[src/rtl/mem_arbiter_pkg.sv]
// Shared encodings for the memory arbiter: requester ids, FSM states,
// UART store addresses and access-width codes.
package mem_arbiter_pkg;

  typedef enum logic [1:0] {
    OWN_IF = 2'd0,
    OWN_LD = 2'd1,
    OWN_ST = 2'd2
  } owner_e;

  typedef enum logic [1:0] {
    S_IDLE    = 2'd0,
    S_GRANT   = 2'd1,
    S_RELEASE = 2'd2
  } state_e;

  localparam logic [31:0] UART_TX_ADDR   = 32'h0003_0000;
  localparam logic [31:0] UART_STAT_ADDR = 32'h0003_0004;

  localparam logic [2:0] WIDTH_BYTE = 3'd0;
  localparam logic [2:0] WIDTH_HALF = 3'd1;
  localparam logic [2:0] WIDTH_WORD = 3'd2;

  // Round-robin successor: IF -> LD -> ST -> IF.
  function automatic owner_e next_owner(input owner_e o);
    case (o)
      OWN_IF:  return OWN_LD;
      OWN_LD:  return OWN_ST;
      default: return OWN_IF;
    endcase
  endfunction

endpackage

[src/rtl/mem_arbiter_if.sv]
// Requester and controller signals of the memory arbiter.
// master = arbiter side, slave = requesters plus memory controller.
interface mem_arbiter_if #(
  parameter int ADDR_WIDTH = 32,
  parameter int BLOCK_SIZE = 2
);

  logic                      io_buffer_full;

  logic                      IF_en;
  logic [ADDR_WIDTH-1:0]     IF_addr;
  logic                      IF_done;
  logic [32*BLOCK_SIZE-1:0]  IF_block;

  logic                      LD_en;
  logic [ADDR_WIDTH-1:0]     LD_addr;
  logic [2:0]                LD_width;
  logic                      LD_done;
  logic [31:0]               LD_data;

  logic                      ST_en;
  logic [ADDR_WIDTH-1:0]     ST_addr;
  logic [2:0]                ST_width;
  logic [31:0]               ST_data;
  logic                      ST_done;

  logic                      AMC_en;
  logic                      AMC_wr;
  logic [2:0]                AMC_width;
  logic [ADDR_WIDTH-1:0]     AMC_addr;
  logic [31:0]               AMC_data;
  logic                      AMC_fetch;

  logic                      MCA_r_en;
  logic                      MCA_w_en;
  logic [31:0]               MCA_data;
  logic [32*BLOCK_SIZE-1:0]  MCA_block;

  modport master (
    input  io_buffer_full,
    input  IF_en, IF_addr, LD_en, LD_addr, LD_width,
    input  ST_en, ST_addr, ST_width, ST_data,
    input  MCA_r_en, MCA_w_en, MCA_data, MCA_block,
    output IF_done, IF_block, LD_done, LD_data, ST_done,
    output AMC_en, AMC_wr, AMC_width, AMC_addr, AMC_data, AMC_fetch
  );

  modport slave (
    output io_buffer_full,
    output IF_en, IF_addr, LD_en, LD_addr, LD_width,
    output ST_en, ST_addr, ST_width, ST_data,
    output MCA_r_en, MCA_w_en, MCA_data, MCA_block,
    input  IF_done, IF_block, LD_done, LD_data, ST_done,
    input  AMC_en, AMC_wr, AMC_width, AMC_addr, AMC_data, AMC_fetch
  );

endinterface

[src/rtl/mem_arbiter_rr_pick3.sv]
// Three-way round-robin picker: highest priority is the requester after
// last_i, last_i itself is lowest. Purely combinational.
module mem_arbiter_rr_pick3
  import mem_arbiter_pkg::*;
(
  input  logic [2:0] elig_i,
  input  owner_e     last_i,
  output logic [2:0] gnt_o,
  output logic       valid_o
);

  owner_e pri0;
  owner_e pri1;

  always_comb begin
    pri0  = next_owner(last_i);
    pri1  = next_owner(pri0);
    gnt_o = 3'b000;
    if (elig_i[pri0]) begin
      gnt_o[pri0] = 1'b1;
    end else if (elig_i[pri1]) begin
      gnt_o[pri1] = 1'b1;
    end else if (elig_i[last_i]) begin
      gnt_o[last_i] = 1'b1;
    end
    valid_o = |gnt_o;
  end

endmodule

[src/rtl/mem_arbiter.sv]
// Round-robin arbiter sharing the memory controller between fetch, load and
// store; skips UART stores while the UART buffer is full.
//
//   state     | meaning
//   ----------+--------------------------------------------------------
//   S_IDLE    | AMC_en=0, pick an eligible requester and latch its request
//   S_GRANT   | AMC_* held, wait for the owner's controller done pulse
//   S_RELEASE | one idle cycle so the controller can clear its done flag
module mem_arbiter
  import mem_arbiter_pkg::*;
#(
  parameter  int ADDR_WIDTH  = 32,
  parameter  int BLOCK_WIDTH = 1,
  localparam int BLOCK_SIZE  = 1 << BLOCK_WIDTH
) (
  input  logic          Sys_clk,
  input  logic          Sys_rst,
  input  logic          Sys_rdy,
  mem_arbiter_if.master bus
);

  state_e                    state_q;
  owner_e                    rr_ptr_q;
  owner_e                    owner_q;
  logic                      fresh_q;
  logic                      drop_q;
  logic                      amc_en_q;
  logic                      amc_wr_q;
  logic                      amc_fetch_q;
  logic [2:0]                amc_width_q;
  logic [ADDR_WIDTH-1:0]     amc_addr_q;
  logic [31:0]               amc_data_q;
  logic                      if_done_q;
  logic                      ld_done_q;
  logic                      st_done_q;
  logic [32*BLOCK_SIZE-1:0]  if_block_q;
  logic [31:0]               ld_data_q;

  logic       uart_stall;
  logic [2:0] elig;
  logic [2:0] gnt;
  logic       gnt_valid;
  owner_e     gnt_owner;
  owner_e     last_owner;
  logic       owner_en;
  logic       mca_done;

  assign uart_stall = bus.io_buffer_full &&
                      ((bus.ST_addr == ADDR_WIDTH'(UART_TX_ADDR)) ||
                       (bus.ST_addr == ADDR_WIDTH'(UART_STAT_ADDR)));

  assign elig = {bus.ST_en && !uart_stall, bus.LD_en, bus.IF_en};

  // Until the first grant after reset, IF holds top priority.
  assign last_owner = fresh_q ? OWN_ST : rr_ptr_q;

  mem_arbiter_rr_pick3 u_pick (
    .elig_i  (elig),
    .last_i  (last_owner),
    .gnt_o   (gnt),
    .valid_o (gnt_valid)
  );

  always_comb begin
    gnt_owner = OWN_IF;
    if (gnt[1]) begin
      gnt_owner = OWN_LD;
    end else if (gnt[2]) begin
      gnt_owner = OWN_ST;
    end
  end

  always_comb begin
    case (owner_q)
      OWN_LD:  owner_en = bus.LD_en;
      OWN_ST:  owner_en = bus.ST_en;
      default: owner_en = bus.IF_en;
    endcase
  end

  assign mca_done = (owner_q == OWN_ST) ? bus.MCA_w_en : bus.MCA_r_en;

  always_ff @(posedge Sys_clk) begin
    if (Sys_rst) begin
      state_q     <= S_IDLE;
      rr_ptr_q    <= OWN_IF;
      owner_q     <= OWN_IF;
      fresh_q     <= 1'b1;
      drop_q      <= 1'b0;
      amc_en_q    <= 1'b0;
      amc_wr_q    <= 1'b0;
      amc_fetch_q <= 1'b0;
      amc_width_q <= '0;
      amc_addr_q  <= '0;
      amc_data_q  <= '0;
      if_done_q   <= 1'b0;
      ld_done_q   <= 1'b0;
      st_done_q   <= 1'b0;
      if_block_q  <= '0;
      ld_data_q   <= '0;
    end else if (Sys_rdy) begin
      if_done_q <= 1'b0;
      ld_done_q <= 1'b0;
      st_done_q <= 1'b0;
      case (state_q)
        S_IDLE: begin
          if (gnt_valid) begin
            state_q     <= S_GRANT;
            owner_q     <= gnt_owner;
            rr_ptr_q    <= gnt_owner;
            fresh_q     <= 1'b0;
            drop_q      <= 1'b0;
            amc_en_q    <= 1'b1;
            amc_wr_q    <= (gnt_owner == OWN_ST);
            amc_fetch_q <= (gnt_owner == OWN_IF);
            case (gnt_owner)
              OWN_LD: begin
                amc_addr_q  <= bus.LD_addr;
                amc_width_q <= bus.LD_width;
                amc_data_q  <= '0;
              end
              OWN_ST: begin
                amc_addr_q  <= bus.ST_addr;
                amc_width_q <= bus.ST_width;
                amc_data_q  <= bus.ST_data;
              end
              default: begin
                amc_addr_q  <= bus.IF_addr;
                amc_width_q <= WIDTH_BYTE;
                amc_data_q  <= '0;
              end
            endcase
          end
        end
        S_GRANT: begin
          // An owner that lets go mid-transaction gets neither done nor data.
          if (!owner_en) begin
            drop_q <= 1'b1;
          end
          if (mca_done) begin
            amc_en_q <= 1'b0;
            state_q  <= S_RELEASE;
            if (owner_en && !drop_q) begin
              case (owner_q)
                OWN_LD: begin
                  ld_done_q <= 1'b1;
                  ld_data_q <= bus.MCA_data;
                end
                OWN_ST: st_done_q <= 1'b1;
                default: begin
                  if_done_q  <= 1'b1;
                  if_block_q <= bus.MCA_block;
                end
              endcase
            end
          end
        end
        default: state_q <= S_IDLE;
      endcase
    end
  end

  assign bus.AMC_en    = amc_en_q;
  assign bus.AMC_wr    = amc_wr_q;
  assign bus.AMC_fetch = amc_fetch_q;
  assign bus.AMC_width = amc_width_q;
  assign bus.AMC_addr  = amc_addr_q;
  assign bus.AMC_data  = amc_data_q;
  assign bus.IF_block  = if_block_q;
  assign bus.LD_data   = ld_data_q;

  // A pending done held across a stall is shown once Sys_rdy returns.
  assign bus.IF_done = if_done_q & Sys_rdy;
  assign bus.LD_done = ld_done_q & Sys_rdy;
  assign bus.ST_done = st_done_q & Sys_rdy;

endmodule

[src/flat_wrapper.sv]
// flat-port wrapper written by rule: the top's interface ports become plain ports
module mem_arbiter_flat import mem_arbiter_pkg::*;
#(
  parameter  int ADDR_WIDTH  = 32,
  parameter  int BLOCK_WIDTH = 1,
  localparam int BLOCK_SIZE  = 1 << BLOCK_WIDTH
)
  (Sys_clk, Sys_rst, Sys_rdy, bus_io_buffer_full, bus_IF_en, bus_IF_addr, bus_LD_en, bus_LD_addr, bus_LD_width, bus_ST_en, bus_ST_addr, bus_ST_width, bus_ST_data, bus_MCA_r_en, bus_MCA_w_en, bus_MCA_data, bus_MCA_block, bus_IF_done, bus_IF_block, bus_LD_done, bus_LD_data, bus_ST_done, bus_AMC_en, bus_AMC_wr, bus_AMC_width, bus_AMC_addr, bus_AMC_data, bus_AMC_fetch);
  mem_arbiter_if #(.ADDR_WIDTH(ADDR_WIDTH), .BLOCK_SIZE(2)) bus_i ();
  input  logic Sys_clk;
  input  logic Sys_rst;
  input  logic Sys_rdy;
  input wire logic [$bits(bus_i.io_buffer_full)-1:0] bus_io_buffer_full;
  input wire logic [$bits(bus_i.IF_en)-1:0] bus_IF_en;
  input wire logic [$bits(bus_i.IF_addr)-1:0] bus_IF_addr;
  input wire logic [$bits(bus_i.LD_en)-1:0] bus_LD_en;
  input wire logic [$bits(bus_i.LD_addr)-1:0] bus_LD_addr;
  input wire logic [$bits(bus_i.LD_width)-1:0] bus_LD_width;
  input wire logic [$bits(bus_i.ST_en)-1:0] bus_ST_en;
  input wire logic [$bits(bus_i.ST_addr)-1:0] bus_ST_addr;
  input wire logic [$bits(bus_i.ST_width)-1:0] bus_ST_width;
  input wire logic [$bits(bus_i.ST_data)-1:0] bus_ST_data;
  input wire logic [$bits(bus_i.MCA_r_en)-1:0] bus_MCA_r_en;
  input wire logic [$bits(bus_i.MCA_w_en)-1:0] bus_MCA_w_en;
  input wire logic [$bits(bus_i.MCA_data)-1:0] bus_MCA_data;
  input wire logic [$bits(bus_i.MCA_block)-1:0] bus_MCA_block;
  output wire logic [$bits(bus_i.IF_done)-1:0] bus_IF_done;
  output wire logic [$bits(bus_i.IF_block)-1:0] bus_IF_block;
  output wire logic [$bits(bus_i.LD_done)-1:0] bus_LD_done;
  output wire logic [$bits(bus_i.LD_data)-1:0] bus_LD_data;
  output wire logic [$bits(bus_i.ST_done)-1:0] bus_ST_done;
  output wire logic [$bits(bus_i.AMC_en)-1:0] bus_AMC_en;
  output wire logic [$bits(bus_i.AMC_wr)-1:0] bus_AMC_wr;
  output wire logic [$bits(bus_i.AMC_width)-1:0] bus_AMC_width;
  output wire logic [$bits(bus_i.AMC_addr)-1:0] bus_AMC_addr;
  output wire logic [$bits(bus_i.AMC_data)-1:0] bus_AMC_data;
  output wire logic [$bits(bus_i.AMC_fetch)-1:0] bus_AMC_fetch;
  assign bus_i.io_buffer_full = bus_io_buffer_full;
  assign bus_i.IF_en = bus_IF_en;
  assign bus_i.IF_addr = bus_IF_addr;
  assign bus_i.LD_en = bus_LD_en;
  assign bus_i.LD_addr = bus_LD_addr;
  assign bus_i.LD_width = bus_LD_width;
  assign bus_i.ST_en = bus_ST_en;
  assign bus_i.ST_addr = bus_ST_addr;
  assign bus_i.ST_width = bus_ST_width;
  assign bus_i.ST_data = bus_ST_data;
  assign bus_i.MCA_r_en = bus_MCA_r_en;
  assign bus_i.MCA_w_en = bus_MCA_w_en;
  assign bus_i.MCA_data = bus_MCA_data;
  assign bus_i.MCA_block = bus_MCA_block;
  assign bus_IF_done = bus_i.IF_done;
  assign bus_IF_block = bus_i.IF_block;
  assign bus_LD_done = bus_i.LD_done;
  assign bus_LD_data = bus_i.LD_data;
  assign bus_ST_done = bus_i.ST_done;
  assign bus_AMC_en = bus_i.AMC_en;
  assign bus_AMC_wr = bus_i.AMC_wr;
  assign bus_AMC_width = bus_i.AMC_width;
  assign bus_AMC_addr = bus_i.AMC_addr;
  assign bus_AMC_data = bus_i.AMC_data;
  assign bus_AMC_fetch = bus_i.AMC_fetch;
  mem_arbiter #(.ADDR_WIDTH(ADDR_WIDTH), .BLOCK_WIDTH(BLOCK_WIDTH)) u_core (.Sys_clk(Sys_clk), .Sys_rst(Sys_rst), .Sys_rdy(Sys_rdy), .bus(bus_i));
endmodule
[config.mk]
export PLATFORM = sky130hd
export DESIGN_NAME = mem_arbiter_flat
export DESIGN_NICKNAME = d
export VERILOG_FILES = /design/src/rtl/mem_arbiter_pkg.sv /design/src/rtl/mem_arbiter_if.sv /design/src/rtl/mem_arbiter_rr_pick3.sv /design/src/rtl/mem_arbiter.sv /design/src/flat_wrapper.sv
export SDC_FILE = /design/constraint.sdc
export NUM_CORES = 1
export LEC_CHECK = 0
export ABC_AREA = 1
export CAP_MARGIN = 20
export CORE_AREA = 5 5 155 157
export CTS_CLUSTER_DIAMETER = 30
export CTS_CLUSTER_SIZE = 20
export DETAILED_ROUTE_END_ITERATION = 10
export DIE_AREA = 0 0 160 162
export PLACE_DENSITY = 0.75
export SYNTH_ARGS = -nofsm -noshare
export SYNTH_HDL_FRONTEND = slang
export SYNTH_SLANG_ARGS = --single-unit
[constraint.sdc]
create_clock -name Sys_clk -period 2.7 [get_ports Sys_clk]
set_input_delay 0.405 -clock Sys_clk [delete_from_list [all_inputs] [get_ports Sys_clk]]
set_output_delay 0.405 -clock Sys_clk [all_outputs]
set_load 0.05 [all_outputs]
## Word level (Yosys, flattened, before mapping)

Cells that the tools add are included.

| operators by class | value |
|---|---|
| magnitude comparators | 6 |
| equal/unequal tests | 12 |
| multiplexer cells | 46 |
| bitwise gates (word level) | 4 |
| reductions and logical operators | 22 |

Operator list:

| kind | count |
|---|---|
| $eq A32 B18 Y1 const B | 2 |
| $pmux W32 S2 | 1 |
| $mux W32 | 1 |
| $mux W1 | 23 |
| $pmux W2 S2 | 3 |
| $eq A2 B1 Y1 const B | 5 |
| $mux W2 | 5 |
| $reduce_and A5 Y1 | 2 |
| $lt A2 B3 Y1 const B | 3 |
| $mux W3 | 3 |
| $logic_not A2 Y1 | 4 |
| $reduce_and A4 Y1 | 2 |
| $bmux W1 S2 | 3 |
| $demux W1 S2 | 3 |
| $ge A2 B1 Y1 const B | 3 |
| $logic_and A1 B1 Y1 | 6 |
| $pmux W1 S2 | 3 |
| $pmux W3 S2 | 1 |
| $reduce_and A3 Y1 | 2 |
| $eq A2 B2 Y1 const B | 2 |
| $ne A2 B1 Y1 const B | 2 |
| $and A1 B1 Y1 | 3 |
| $reduce_or A3 Y1 | 1 |
| $logic_not A1 Y1 | 2 |
| other kinds (5) | 5 |

| word-level totals | value |
|---|---|
| register bits | 175 |
| bits of input ports | 239 |
| output and inout port bits | 169 |
| logic and storage cells | 105 |

## Depth between registers and ports, before layout

Gate-level depths: netlist (run 1).

| logic depth | value |
|---|---|
| word-level depth | 15 |
| gate-level depth with buffers | 21 |
| depth with buffers taken out | 20 |

## By module

Synthesis (run 1) repeated with hierarchy kept, for this count alone.

| unflattened totals | value |
|---|---|
| cell total of the unflattened synthesis | 1181 |
| area, all modules | 8106.5 um^2 |

By module, submodules not included:

| module | times used | cells each | area each (um^2) | sequential area each (um^2) |
|---|---|---|---|---|
| mem_arbiter | 1 | 1155 | 7978.9 | 3503.4 |
| mem_arbiter_rr_pick3 | 1 | 26 | 127.6 | 0.0 |

## Least setup slack after synthesis (run 1)

No wires, ideal clock.

| timing | value |
|---|---|
| path kind | register to register |
| start | reg, netlist name u_core.bus.AMC_wr |
| end | reg u_core.ld_data_q[10] (netlist: u_core.bus.LD_data[10]) |
| setup time | 0.116 ns |
| arrival time | 2.352 ns |
| required time | 2.584 ns |
| path slack | 0.232 ns |
| cell stages (with the launch flop) | 13 |
| path buffers | 1 |
| clock period less this slack | 2.468 ns |
| path through | dfxtp_1 -> inv_1 -> ha_1 -> inv_1 -> o221ai_1 -> o21ai_0 -> nor2_1 -> inv_1 -> nor3_1 -> inv_1 -> clkbuf_1 -> nor2_1 -> nor2_1 |

RTL lines:

| what | RTL line | text |
|---|---|---|
| end signal: assignment | mem_arbiter.sv:147 | `ld_data_q <= bus.MCA_data;` |
| end: declaration | mem_arbiter.sv:37 | `logic [31:0] ld_data_q;` |

## Worst setup path after layout (run 1)

| timing | value |
|---|---|
| start | in bus_ST_addr[6] |
| end | reg u_core.amc_addr_q[22] (netlist: u_core.bus.AMC_addr[22]) |

| between the ends | value |
|---|---|
| longest elaborated chain between the ends | 14 |
| elaborated cells on any way between the ends | 22 |
| classes of those cells | eq/ne: 4; mux: 12; reduce/logical: 6 |

RTL lines:

| what | RTL line | text |
|---|---|---|
| start: declaration | flat_wrapper.sv:20 | `input wire logic [$bits(bus_i.ST_addr)-1:0] bus_ST_addr;` |
| $eq A32 B18 Y1, on equally long branches | mem_arbiter.sv:49, mem_arbiter.sv:50 |  |
| $logic_or A1 B1 Y1 * | mem_arbiter.sv:49 | `((bus.ST_addr == ADDR_WIDTH'(UART_TX_ADDR)) \|\|` |
| $logic_and A1 B1 Y1 * | mem_arbiter.sv:48 | `assign uart_stall = bus.io_buffer_full &&` |
| $logic_not A1 Y1 * | mem_arbiter.sv:52 | `assign elig = {bus.ST_en && !uart_stall, bus.LD_en, bus.IF_en};` |
| $logic_and A1 B1 Y1 * | mem_arbiter.sv:52 |  |
| $bmux W1 S2 | mem_arbiter_rr_pick3.sv:23 | `end else if (elig_i[last_i]) begin` |
| $mux W1 (not written as such) | mem_arbiter_rr_pick3.sv:23 |  |
| $mux W3 | mem_arbiter_rr_pick3.sv:23 |  |
| $mux W3 | mem_arbiter_rr_pick3.sv:21 | `end else if (elig_i[pri1]) begin` |
| $mux W3 * | mem_arbiter_rr_pick3.sv:19 | `if (elig_i[pri0]) begin` |
| $mux W2 | mem_arbiter.sv:68 | `end else if (gnt[2]) begin` |
| $mux W2 | mem_arbiter.sv:66 | `if (gnt[1]) begin` |
| $eq A2 B2 Y1 / $eq A2 B1 Y1 (equally long branches) | mem_arbiter.sv:116 | `case (gnt_owner)` |
| $pmux W32 S2 | mem_arbiter.sv:116 |  |
| end signal: assignment | mem_arbiter.sv:118 | `amc_addr_q <= bus.LD_addr;` |
| end signal: assignment | mem_arbiter.sv:123 | `amc_addr_q <= bus.ST_addr;` |
| end signal: assignment | mem_arbiter.sv:128 | `amc_addr_q <= bus.IF_addr;` |
| end: declaration | mem_arbiter.sv:31 | `logic [ADDR_WIDTH-1:0] amc_addr_q;` |

Mark *: on every way between the ends. The rest lies on a longest branch, timed or not. The select of a mux whose other input is x is not followed.
A chain may end at the register's enable or synchronous reset.

==> results of run 1 <==
-- final timing paths --
| kind | depth (start not counted) | end | slack [ns] | startpoint |
|---|---|---|---|---|
| hold / removal | 2 | u_core.drop_q | 0.45 | u_core.drop_q |
| setup / recovery | 18 | u_core.bus.AMC_addr[22] | 0.27 | bus_ST_addr[6] |
| hold reg to reg | 2 | u_core.drop_q | 0.45 | u_core.drop_q |
| setup reg to reg | 13 | u_core.bus.LD_data[18] | 0.37 | u_core.bus.AMC_wr |
-- cells in the final DEF (no fill, tap or decap), drive strengths merged, types with 5 or more instances in the layout --
cell type	count
nand4	5
dfxtp	174
o21ai	114
nor2	257
clkinv	7
o211ai	15
clkbuf	18
nand3	38
clkdlybuf4s50	403
nand2	221
inv	63
buf	57
a21oi	67
-- sequential cells by signal (all words and copies together) (netlist names), 2 cells and up --
name and count:
u_core.bus.AMC_addr 32, u_core.bus.AMC_data 32, u_core.bus.LD_data 32, u_core.state_q 2, u_core.bus.IF_block 64, u_core.bus.AMC_width 3
-- timing repair --
action,in CTS,in global routing
gates resized for setup,0,2
setup endpoints to repair,0,12
hold endpoints to repair,0,0
buffers inserted,0,0
-- kinds of logic (layout without fill, tap and decap cells) --
kind of cell    after synthesis  after routing
buf+inv                     120            549
flops                       174            174
compound gates              198            198
fa+ha+maj                     2              2
simple gates                524            524
mux                           1              1
-- power by group --
| group | leakage (nW) | switching [W] | total (W) | internal [W] |
|---|---|---|---|---|
| logic | 3.54 | 0.00146 | 0.00245 | 0.000992 |
| registers | 1.41 | 0.0000960 | 0.00283 | 0.00274 |
| clock network | 0.279 | 0.00117 | 0.00240 | 0.00123 |
| total | 5.23 | 0.00272 | 0.00768 | 0.00496 |
-- layout make-up --
cell class	instances	area [sq um]
fillers	2072	9940
repair buffers	460	4590
flip-flops and latches	174	3480
multi-input cells	725	3200
clock buffers	18	429
well taps	285	357
inverters	57	218
clock inverters	14	143
-- worst reg2reg max path, cell delays in order, from the launching register on --
cell	delay, ns
dfxtp_1	0.46
inv_1	0.11
ha_1	0.29
inv_1	0.06
o221ai_1	0.07
o21ai_0	0.14
nor2_1	0.15
inv_1	0.09
nor3_2	0.12
buf_4	0.21
inv_1	0.08
buf_4	0.21
nor2_1	0.16
nor2_1	0.07
-- metal layers --
layer / track usage, % / vias to the layer above / part of all wire (%)
met5: 0 / - / 0
met4: 5.24 / 0 / 1.8
met3: 7.61 / 29 / 9.1
met2: 36.3 / 333 / 49
met1: 24.3 / 3725 / 40
li1: - / 4076 / -
-- per-stage QoR --
| step | total power (W) | hold WS, ns | util [%] | setup TNS [ns] |
|---|---|---|---|---|
| finish | 0.00768 | 0.450 | 55.5 | 0 |
| CTS | 0.00776 | 0.455 | 55.5 | 0 |
| detailed placement | 0.00533 | 0.440 | 52.9 | -7.33 |
| global route | 0.00809 | 0.468 | 55.5 | 0 |
| global placement | 0.00531 | 0.430 | 52.9 | -4.01 |
| floorplan | 0.00425 | 0.430 | - | 0 |
==> results.toml, run 1 <==
[run_status]
status = "completed"

[detailed_routing]
wl_microns = 28000
drt-initial-drc-count = 534
vias = 8163
viasPerCell = 4.71
ant_nets = 0
wl_per_cell_microns = 16.1
drtPass1Iterations = 6
drc_errors = 0

[final_layout]
area_growth_pct = 73.5
fin_area_sq_um = 12400
final_net_count = 1676
drive_gt1_share_pct = 7.73
final_cells = 1733
diodes = 0

[placed_design]
gp_congestion = 0.887
place_inst = 1701
postPlaceCellArea_sq_um = 11800
dp_hpwl_microns = 21300
numPortBuffers = 407
post-place-ws_ns = -0.208

[sta]
fin_crit_ns = 2.43
slew_headroom_pct = 60.6
timing.final.crit_share_pct = 90.2
finalSetupViolCount = 0
hold_viol_final = 0
worst_pin_slew_ns = 0.589
slew_violations = 0
grt_setup_unrepaired = "false"
layout_setup_ws_ns = 0.266
timing.fmax_mhz = 411
fin_skew_ns = 0.0128

[synthesis]
ys.flop_type = "dfxtp_1"
yosys.area.top_type_share_pct = 48.7
syn-num-nets = 1260
synth-seq-area-share_pct = 48.7
synth_adder_area_share_pct = 0.350
ys_types = 31
synthSimpleGateAreaFrac_pct = 29.4
synth-seq-cells = 174
synth.mux.area_fraction_pct = 0.140
yosys.area.top_type = "dfxtp_1"
yosysMostFrequentCell = "nor2_1"
synth_edf_count = 0
avgSynthCellArea_sq_um = 7.02
synth-async-reset-ratio_pct = 0
synth_area_leaders = "dfxtp_1 49%, nor2_1 13%, nand2_1 11%, o21ai_0 7.5%, a21oi_1 4.6%"
yosysWarningCount = 0
synth_top_family_by_area = "simple AND/OR/NAND/NOR gates"
synth_xor_area_share_pct = 0
synth_common_cells = "253 x nor2_1, 216 x nand2_1, 174 x dfxtp_1"
syn_inst = 1019
synth-compound-area-share_pct = 14.6
synth_area_sq_um = 7160

[setup_path]
criticalPathCategory = "in2reg"
crit_arrival_ns = 2.73
endpoint_kind = "register"
critPathBufInv = 6
crit_fanout = 23
critical_path.top_delay_family = "buffers and inverters"
cp_cell_sequence = "clkdlybuf4s50_1 -> inv_1 -> nand2_1 -> nor2_1 -> nand2_1 -> nor2_1 -> nand2_1 -> nand2_1 -> inv_2 -> o211ai_1 -> buf_4 -> nand2_1 -> nand2_1 -> buf_12 -> buf_4 -> o211ai_1 -> nor2_1 -> nor2_1"
start_kind = "primary input"
critPathMostFrequentCell = "nand2_1"
cp.required_ns = 2.99
slowest_stage = "clkdlybuf4s50_1"
critical-path-max-stage-delay_ns = 0.42

[global_routing]
grt.overflow.total = 0
grt_pass1_wl_microns = 43900
grt_max_degree = 72
grt_pass1_vias = 8120
antenna_found_initial = 0
grt.total_usage_pct = 20.8

[clocking]
cts-root-buf = "clkbuf_16"
clock_sinks = 174
cts_tree = "yes"
cts_buffer_depth = 2
hold_buffers = 0
path_clk_slew_ns = 0.07
clock_latency_ns = 0.42
numCtsBuffers = 17
h-tree-depth = 4

[floorplan]
die_w_microns = 160
io_pins = 408
rows = 55
dieArea_sq_um = 25900
die_height_microns = 162
start_util_pct = 32.0
coreArea_sq_um = 22400

[job]
drv_cap = 0

[power_and_ir_drop]
power_density_nw_per_um2 = 619
peakVddDrop_mv = 0.377
p_leak_nw = 5.23

[min_path]
min-delay-path-class = "reg2reg"
Note: power is estimated with default switching activity, not from simulation.
==> run 2, diff against run 1 <==
--- a/config.mk
+++ b/config.mk
@@ -7,12 +7,14 @@
 export LEC_CHECK = 0
 export ABC_AREA = 1
 export CAP_MARGIN = 20
-export CORE_AREA = 5 5 155 157
-export CTS_CLUSTER_DIAMETER = 30
+export CELL_PAD_IN_SITES_DETAIL_PLACEMENT = 0
+export CELL_PAD_IN_SITES_GLOBAL_PLACEMENT = 1
+export CORE_MARGIN = 5
+export CORE_UTILIZATION = 26
+export CTS_CLUSTER_DIAMETER = 120
 export CTS_CLUSTER_SIZE = 20
 export DETAILED_ROUTE_END_ITERATION = 10
-export DIE_AREA = 0 0 160 162
-export PLACE_DENSITY = 0.75
+export PLACE_DENSITY = 0.88
 export SYNTH_ARGS = -nofsm -noshare
 export SYNTH_HDL_FRONTEND = slang
 export SYNTH_SLANG_ARGS = --single-unit
==> results.toml, run 2 (synthesis gave the netlist of run 1 again) <==
[global_routing]
grt_pass1_vias = 8223
grt_use_met3_pct = 7.38
grt_max_degree = 70
antenna_found_initial = 0
use_met2_pct = 31.9
grt.total_usage_pct = 18.5
grt_pass1_wl_microns = 45800
met1_usage_pct = 21.6
grt.overflow.total = 0
top_usage_layer = "met2"

[detailed_routing]
ant_nets = 0
drc_errors = 0
drtPass1Iterations = 5
wl_per_cell_microns = 16.7
vias = 8018
drt-initial-drc-count = 362
viasPerCell = 4.50
wl_microns = 29700

[sta]
finalSetupViolCount = 0
holdWs_ns = 0.447
layout_setup_ws_ns = 0.316
hold_viol_final = 0
worst_pin_slew_ns = 0.573
timing.fmax_mhz = 419
grt_setup_unrepaired = "false"
slew_headroom_pct = 61.7
slew_violations = 0
fin_skew_ns = 0.0166
fin_crit_ns = 2.38
timing.final.crit_share_pct = 88.3

[clocking]
clock_sinks = 174
post_cts_resized = 0
cts_buffer_depth = 2
clock_latency_ns = 0.42
cts-root-buf = "clkbuf_16"
h-tree-depth = 4
cts_tree = "yes"
post_cts_buffers = 0
numCtsBuffers = 17
hold_buffers = 0
path_clk_slew_ns = 0.07

[final_layout]
fin_area_sq_um = 12500
fill_cells = 2684
drive_gt1_share_pct = 7.36
regArea_sq_um = 3480
largest_reg_flops = 64
final_net_count = 1671
multi_input_area_sq_um = 3200
layout_common_cells = "403 x clkdlybuf4s50_1, 252 x nor2_1, 216 x nand2_1"
diodes = 0
layout_commonest_cell = "clkdlybuf4s50_1"
final_cells = 1782
area_growth_pct = 74.8

[setup_path]
crit_arrival_ns = 2.69
critical-path-max-stage-delay_ns = 0.44
crit_fanout = 17
endpoint_kind = "register"
start_kind = "primary input"
critPathMostFrequentCell = "nand2_1"
critical_path.top_delay_family = "buffers and inverters"
cp_cell_sequence = "clkdlybuf4s50_1 -> inv_1 -> nand2_1 -> nor2_1 -> nand2_1 -> nor2_1 -> nand2_1 -> nand2_1 -> inv_2 -> o211ai_1 -> buf_4 -> nand2_1 -> nand2_1 -> buf_12 -> buf_4 -> o211ai_1 -> nor2_1 -> nor2_1"
cp.depth = 18
criticalPathCategory = "in2reg"
cp.required_ns = 3.01
critPathBufInv = 6
r2r_cells = 12
slowest_stage = "clkdlybuf4s50_1"

[power_and_ir_drop]
total_power_w = 0.00800
peakVddDrop_mv = 0.396
p_leak_nw = 5.23
power_density_nw_per_um2 = 639

[run_status]
status = "completed"

[placed_design]
gp_congestion = 0.843
numPortBuffers = 407
dp_hpwl_microns = 22500
place_inst = 1752
postPlaceCellArea_sq_um = 11900
post-place-ws_ns = -0.161

[job]
drv_cap = 0

[floorplan]
start_util_pct = 26.5
coreArea_sq_um = 27000
die_w_microns = 176
dieArea_sq_um = 30900
die_height_microns = 176
rows = 60
io_pins = 408

[min_path]
hold_depth = 2
min-delay-path-class = "reg2reg"
run 2: path summary, 6_finish.rpt:
check	from	end	slack (ns)
max	bus_ST_addr[1]	u_core.bus.AMC_addr[29]	0.32
min	u_core.drop_q	u_core.drop_q	0.45
max reg2reg	u_core.bus.AMC_wr	u_core.bus.IF_block[53]	0.39
min reg2reg	u_core.drop_q	u_core.drop_q	0.45
run 2: metal layers:
layer / vias up / wire length (microns)
met1: 3610 / 12300
met3: 24 / 2920
met5: - / 0
met2: 325 / 14100
li1: 4059 / -
met4: 0 / 399
run 2: layout make-up:
class	count	area share [%]
Sequential cell	174	27.8
Multi-Input combinational cell	725	25.6
Tap cell	341	3.41
Clock buffer	17	3.40
Timing Repair Buffer	455	36.4
Inverter	57	1.73
Clock inverter	13	1.63
run 2: through the flow:
step / TNS (ns) / util (%)
detailed placement: -8.48 / 44.0
CTS: 0 / 46.3
finish: 0 / 46.3
global placement: -4.64 / 44.0
global route: 0 / 46.3
floorplan: 0 / -
run 2: where the power goes:
part           switching, W  internal (W)  total [W]
Combinational       0.00145      0.000975    0.00242
Sequential         0.000110       0.00274    0.00285
Clock               0.00115       0.00157    0.00272
run 2: worst reg2reg max path: stages, from the launching register on:
cell	delay, ns
dfxtp_1	0.47
inv_1	0.10
ha_1	0.28
inv_1	0.06
o221ai_1	0.06
o21ai_0	0.15
nor2_1	0.15
inv_1	0.08
nor3_2	0.23
inv_2	0.22
buf_4	0.24
nor2_1	0.12
nor2_1	0.06
==> run 3, diff against run 2 <==
--- a/config.mk
+++ b/config.mk
@@ -6,6 +6,7 @@
 export NUM_CORES = 1
 export LEC_CHECK = 0
 export ABC_AREA = 1
+export ABC_CLOCK_PERIOD_IN_PS = 2700
 export CAP_MARGIN = 20
 export CELL_PAD_IN_SITES_DETAIL_PLACEMENT = 0
 export CELL_PAD_IN_SITES_GLOBAL_PLACEMENT = 1
==> results of run 3 <==
The final DEF is identical to that of run 2; final timing and power are the same.
